$ cat config.mk
export PLATFORM = sky130hd
export DESIGN_NAME = ee201l_detour_ctrl_flat
export DESIGN_NICKNAME = d
export VERILOG_FILES = /design/src/rtl/ee201l_detour_ctrl_if.sv /design/src/rtl/ee201l_detour_ctrl.sv /design/src/flat_wrapper.sv
export SDC_FILE = /design/constraint.sdc
export NUM_CORES = 1
export LEC_CHECK = 0
export ABC_AREA = 1
export ABC_CLOCK_PERIOD_IN_PS = 2900
export CAP_MARGIN = 30
export CORE_AREA = 2 2 56 58
export CTS_CLUSTER_SIZE = 24
export DETAILED_ROUTE_END_ITERATION = 8
export DIE_AREA = 0 0 58 60
export SYNTH_ARGS = -nofsm -noshare
export SYNTH_HDL_FRONTEND = slang
export SYNTH_SLANG_ARGS = --single-unit
$ cat constraint.sdc
create_clock -name clk -period 2.9 [get_ports clk]
set_input_delay 0.58 -clock clk [delete_from_list [all_inputs] [get_ports clk]]
set_output_delay 0.58 -clock clk [all_outputs]
set_load 0.03 [all_outputs]
$ cat src/rtl/ee201l_detour_ctrl_if.sv
// Crew-side / sign-side signal bundle for the detour sign controller.
// DETOUR_CTRL_EMERG_EN adds the emerg request line.
interface ee201l_detour_ctrl_if;
    logic       req_l;
    logic       req_r;
`ifdef DETOUR_CTRL_EMERG_EN
    logic       emerg;
`endif
    logic       lr_bar;
    logic       tick;
    logic       sign_on;
    logic       sign_clr;
    logic       gnt_l;
    logic       gnt_r;
    logic [2:0] state;

`ifdef DETOUR_CTRL_EMERG_EN
    modport master (
        output req_l, req_r, emerg,
        input  lr_bar, tick, sign_on, sign_clr, gnt_l, gnt_r, state
    );
    modport slave (
        input  req_l, req_r, emerg,
        output lr_bar, tick, sign_on, sign_clr, gnt_l, gnt_r, state
    );
`else
    modport master (
        output req_l, req_r,
        input  lr_bar, tick, sign_on, sign_clr, gnt_l, gnt_r, state
    );
    modport slave (
        input  req_l, req_r,
        output lr_bar, tick, sign_on, sign_clr, gnt_l, gnt_r, state
    );
`endif
endinterface

$ cat src/rtl/ee201l_detour_ctrl.sv
// Round-robin arbiter, tick prescaler and restart control for the ee201l_detour sign.
// Optional emergency hold is enabled by defining DETOUR_CTRL_EMERG_EN.
module ee201l_detour_ctrl #(
    parameter int DIV         = 4,
    parameter int SWEEP_STEPS = 4,
    parameter int MIN_SWEEPS  = 2
) (
    input logic                 clk,
    input logic                 reset_bar,
    ee201l_detour_ctrl_if.slave bus
);
    localparam int PW = $clog2(DIV);
    localparam int SW = $clog2(SWEEP_STEPS);
    localparam int CW = $clog2(MIN_SWEEPS + 1);

    localparam logic [PW-1:0] PRE_LAST  = PW'(DIV - 1);
    localparam logic [PW-1:0] PRE_PEN   = PW'(DIV - 2);
    localparam logic [SW-1:0] STEP_LAST = SW'(SWEEP_STEPS - 1);
    localparam logic [CW-1:0] SWEEP_MIN = CW'(MIN_SWEEPS);

    typedef enum logic [2:0] {
        IDLE   = 3'd0,
        RUN_L  = 3'd1,
        RUN_R  = 3'd2,
        SWITCH = 3'd3,
        HOLD   = 3'd4
    } state_t;

    state_t        state;
    logic [PW-1:0] pre;
    logic [SW-1:0] step;
    logic [CW-1:0] sweeps;
    logic          last_l;
    logic          lr_bar, tick, sign_on, sign_clr, gnt_l, gnt_r;

    logic emerg, running, enter, enter_l, own_req, other_req, eligible;

    function automatic logic [CW-1:0] sat_inc(input logic [CW-1:0] v);
        return (v >= SWEEP_MIN) ? SWEEP_MIN : v + CW'(1);
    endfunction

`ifdef DETOUR_CTRL_EMERG_EN
    assign emerg = bus.emerg;
`else
    assign emerg = 1'b0;
`endif

    // A tie in IDLE goes to the side that did not hold the sign last.
    assign running   = (state == RUN_L) || (state == RUN_R);
    assign enter     = ((state == IDLE) && (bus.req_l || bus.req_r)) || (state == SWITCH);
    assign enter_l   = (state == SWITCH) ? !last_l
                                         : (bus.req_l && (!bus.req_r || !last_l));
    assign own_req   = (state == RUN_L) ? bus.req_l : bus.req_r;
    assign other_req = (state == RUN_L) ? bus.req_r : bus.req_l;
    assign eligible  = (sat_inc(sweeps) >= SWEEP_MIN);

    always_ff @(posedge clk) begin
        if (!reset_bar) begin
            state    <= IDLE;
            pre      <= '0;
            step     <= '0;
            sweeps   <= '0;
            last_l   <= 1'b0;
            lr_bar   <= 1'b0;
            tick     <= 1'b0;
            sign_on  <= 1'b0;
            sign_clr <= 1'b0;
            gnt_l    <= 1'b0;
            gnt_r    <= 1'b0;
        end else begin
            sign_clr <= 1'b0;
            tick     <= 1'b0;
            if (emerg) begin
                state    <= HOLD;
                sign_clr <= (state != HOLD);
                pre      <= '0;
                step     <= '0;
                sweeps   <= '0;
                sign_on  <= 1'b0;
                gnt_l    <= 1'b0;
                gnt_r    <= 1'b0;
            end else if (enter) begin
                state    <= enter_l ? RUN_L : RUN_R;
                lr_bar   <= enter_l;
                last_l   <= enter_l;
                sign_clr <= 1'b1;
                pre      <= '0;
                step     <= '0;
                sweeps   <= '0;
                sign_on  <= 1'b1;
                gnt_l    <= enter_l;
                gnt_r    <= !enter_l;
            end else if (running) begin
                // tick is registered one cycle ahead so it is high exactly while pre == DIV-1
                pre  <= (pre == PRE_LAST) ? '0 : pre + PW'(1);
                tick <= (pre == PRE_PEN);
                if (tick) begin
                    if (step == STEP_LAST) begin
                        step   <= '0;
                        sweeps <= sat_inc(sweeps);
                        if (eligible && (other_req || !own_req)) begin
                            state   <= other_req ? SWITCH : IDLE;
                            sign_on <= 1'b0;
                            gnt_l   <= 1'b0;
                            gnt_r   <= 1'b0;
                        end
                    end else begin
                        step <= step + SW'(1);
                    end
                end
            end else if (state == HOLD) begin
                state <= IDLE;
            end
        end
    end

    assign bus.state    = state;
    assign bus.lr_bar   = lr_bar;
    assign bus.tick     = tick;
    assign bus.sign_on  = sign_on;
    assign bus.sign_clr = sign_clr;
    assign bus.gnt_l    = gnt_l;
    assign bus.gnt_r    = gnt_r;
endmodule

$ cat src/flat_wrapper.sv
// flat-port wrapper written by rule: the top's interface ports become plain ports
module ee201l_detour_ctrl_flat 
#(
    parameter int DIV         = 4,
    parameter int SWEEP_STEPS = 4,
    parameter int MIN_SWEEPS  = 2
)
  (clk, reset_bar, bus_req_l, bus_req_r, bus_lr_bar, bus_tick, bus_sign_on, bus_sign_clr, bus_gnt_l, bus_gnt_r, bus_state);
  ee201l_detour_ctrl_if bus_i ();
  input logic clk;
  input logic reset_bar;
  input wire logic [$bits(bus_i.req_l)-1:0] bus_req_l;
  input wire logic [$bits(bus_i.req_r)-1:0] bus_req_r;
  output wire logic [$bits(bus_i.lr_bar)-1:0] bus_lr_bar;
  output wire logic [$bits(bus_i.tick)-1:0] bus_tick;
  output wire logic [$bits(bus_i.sign_on)-1:0] bus_sign_on;
  output wire logic [$bits(bus_i.sign_clr)-1:0] bus_sign_clr;
  output wire logic [$bits(bus_i.gnt_l)-1:0] bus_gnt_l;
  output wire logic [$bits(bus_i.gnt_r)-1:0] bus_gnt_r;
  output wire logic [$bits(bus_i.state)-1:0] bus_state;
  assign bus_i.req_l = bus_req_l;
  assign bus_i.req_r = bus_req_r;
  assign bus_lr_bar = bus_i.lr_bar;
  assign bus_tick = bus_i.tick;
  assign bus_sign_on = bus_i.sign_on;
  assign bus_sign_clr = bus_i.sign_clr;
  assign bus_gnt_l = bus_i.gnt_l;
  assign bus_gnt_r = bus_i.gnt_r;
  assign bus_state = bus_i.state;
  ee201l_detour_ctrl #(.DIV(DIV), .SWEEP_STEPS(SWEEP_STEPS), .MIN_SWEEPS(MIN_SWEEPS)) u_core (.clk(clk), .reset_bar(reset_bar), .bus(bus_i));
endmodule
==> flow_metrics.py <==
metrics = {
    "outcome": {
        "outcome": "completed",
    },
    "floorplanning": {
        "fp.dieW_um": 58,
        "core_area_mm2": 0.00290,
        "die_h_um": 60,
        "num_rows": 20,
        "num_io_pins": 13,
        "initial_utilization": 0.236,
        "dieArea_mm2": 0.00348,
    },
    "setup_path": {
        "critical_path.top_delay_family": "buffers and inverters",
        "cp_data_arrival_time_ps": 1360,
        "r2r_start": "u_core.bus.state[0]$_SDFFE_PN0P_",
        "cp_num_buf_inv": 1,
        "critPathMaxStageDelay_ps": 700,
        "r2r_end": "u_core.bus.state[0]$_SDFFE_PN0P_",
        "critPathCaptureType": "primary output",
        "crit_fanout": 4,
        "start_kind": "flip-flop",
        "cp_cell_sequence": "clkdlybuf4s50_1",
        "reg2reg_depth": 9,
        "regToRegSetupSlack_ps": 1280,
        "cp_data_required_time_ps": 2320,
        "crit_slowest_cell": "clkdlybuf4s50_1",
        "criticalPathCategory": "flip-flop to primary output",
    },
    "timing": {
        "skew_ps": 12.0,
        "setup_viol": 0,
        "grt_setup_unrepaired": "false",
        "slew_violations": 0,
        "tns_ps": 0,
        "min_period_ps": 1940,
        "period_share": 0.669,
        "max_freq_mhz": 516,
        "hold_violations": 0,
    },
    "pwr": {
        "ir_worst_vdd_v": 0.000352,
        "power.total_uw": 844,
        "powerDensity_mw_per_mm2": 975,
        "p_leak_uw": 0.000372,
    },
    "clock_network": {
        "cts_tree": "yes",
        "path_clk_slew_ps": 90,
        "cts_hold_buf": 0,
        "h-tree-depth": 1,
        "post-cts-setup-buffer-count": 0,
        "clockRootBuffer": "clkbuf_4",
        "cts.sinks": 14,
        "cts_inserted_buffers": 3,
        "cts_max_path_buffers": 2,
        "cts_resized": 0,
        "clkLatencyLatePin_ps": 280,
    },
    "logic_synthesis": {
        "synth_nets": 102,
        "synth_area_um2": 686,
        "ys_ff_latch": 14,
        "ys_warn_count": 0,
        "synth_cell_type_count": 17,
        "synth_top_area_frac": 0.409,
        "synthTopCellsByArea": "dfxtp_1, ha_1, nand2_1",
        "synthCells": 92,
        "synth.avg_cell_area_um2": 7.45,
        "synth.largest_area_cell": "dfxtp_1",
        "yosysSeqAreaShare": 0.409,
    },
    "layout": {
        "multi_input_area_um2": 360,
        "nFillCells": 317,
        "fin_area_um2": 866,
        "antenna_cells": 0,
        "nets": 117,
        "seq_area_um2": 280,
        "final_core_util": 0.298,
        "syn2layout_area_growth_pct": 26.3,
        "drive_gt1_frac": 0.104,
        "layoutNonFillerInstCount": 139,
    },
    "route": {
        "drt-initial-drc-count": 10,
        "firstDrtPassIters": 4,
        "vias": 594,
        "routedWlPerCell_um": 9.10,
        "drc": 0,
        "wl_um": 1270,
        "drtAntennaViolNets": 0,
        "via_per_inst": 4.27,
    },
    "hold_path": {
        "hold_path_depth": 2,
        "whs_endpoint": "u_core.step[1]$_SDFFE_PP0P_",
        "min_from": "u_core.step[1]$_SDFFE_PP0P_",
        "hp-class": "flip-flop to flip-flop",
    },
    "global_routing": {
        "grt_max_degree": 10,
        "grt_overflow": 0,
        "track_usage": 0.0813,
        "grt_pass1_vias": 552,
        "antenna_found_initial": 0,
        "grt_pass1_wl_um": 2160,
    },
    "place": {
        "place_area_um2": 830,
        "place_hpwl_um": 990,
        "gp_congestion": 0.747,
        "dp_cells": 135,
        "io_buffers": 11,
    },
    "flow_run": {
        "maxCapViolCount": 0,
    },
}
-- logic make-up (layout without fill, tap and decap cells) --
| kind of cell | Yosys count | count (layout) | synth area share |
|---|---|---|---|
| AOI/OAI and AO/OA | 12 | 12 | 0.108 |
| adders and majority gates | 6 | 6 | 0.109 |
| buffers and inverters | 11 | 25 | 0.0657 |
| DFF | 14 | 14 | 0.409 |
| other | 1 | 1 | 0.00547 |
| and+or+nand+nor | 48 | 48 | 0.303 |
-- placed cells by master, fill, tap and decap left out, drive strengths merged, types with 2 or more instances in the layout --
cell | Yosys | layout
nand2 | 23 | 23
a21oi | 10 | 10
ha | 6 | 6
nand3 | 4 | 4
nor2 | 17 | 17
or2 | 2 | 2
inv | 10 | 10
dfxtp | 14 | 14
nor3 | 2 | 2
clkbuf | 0 | 4
clkdlybuf4s50 | 0 | 11
-- state kept, by name (all words and copies together), names as in the netlist --
register	flops
u_core.bus.tick	1
u_core.bus.state	2
u_core.bus.sign_on	1
u_core.bus.sign_clr	1
u_core.step	2
u_core.bus.gnt_l	1
u_core.bus.gnt_r	1
u_core.sweeps	2
u_core.pre	2
u_core.bus.lr_bar	1
-- cells in the mapped netlist --
cell	n
or2_2	1
o21ai_4	1
nand3_1	4
conb_1	1
inv_2	1
nor3_1	2
inv_1	9
nor2_1	17
nand2_4	1
buf_4	1
nand2_1	19
a21oi_1	10
o211ai_1	1
dfxtp_1	14
or2_1	1
ha_1	6
nand2_2	3
-- area by class of cell --
class                   instances  area share
well taps                      33      0.0477
repair buffers                 11       0.127
inverters                      10      0.0434
flip-flops and latches         14       0.324
multi-input cells              67       0.416
clock buffers                   4      0.0419
-- stage by stage --
step,hold WS (ps),setup slack [ps]
finish,471,961
CTS,475,940
detailed placement,462,956
global placement,452,986
global route,492,910
floorplan,441,1270
-- worst max-delay path by stage --
stage	from	cells after the start	slack [ps]	endpoint
2_1_floorplan	u_core.bus.state[0]$_SDFFE_PN0P_	9	1270	u_core.bus.state[0]$_SDFFE_PN0P_
3_3_place_gp	bus_req_r	9	990	u_core.bus.state[0]$_SDFFE_PN0P_
3_5_place_dp	bus_req_r	9	960	u_core.bus.state[0]$_SDFFE_PN0P_
4_1_cts	u_core.bus.state[0]$_SDFFE_PN0P_	1	940	bus_state[0]
5_1_grt	u_core.bus.state[0]$_SDFFE_PN0P_	1	910	bus_state[0]
6_report	u_core.bus.state[0]$_SDFFE_PN0P_	1	960	bus_state[0]
-- metal layers --
| metal | routed length [µm] | global-route usage | vias up | part of all wire |
|---|---|---|---|---|
| met5 | 0 | 0 | - | 0 |
| met4 | 0 | 0.0399 | 0 | 0 |
| met3 | 56 | 0.0195 | 0 | 0.044 |
| met2 | 582 | 0.128 | 8 | 0.46 |
| met1 | 626 | 0.104 | 271 | 0.49 |
| li1 | - | - | 315 | - |
-- report_power, final --
group	internal (µW)	switching [µW]	total, µW	leakage (µW)
Clock	76.3	64.0	140	0.0000210
Combinational	161	283	443	0.000237
Sequential	234	26.8	260	0.000114
Total	470	374	844	0.000372
Note: power is estimated with default switching activity, not from simulation.
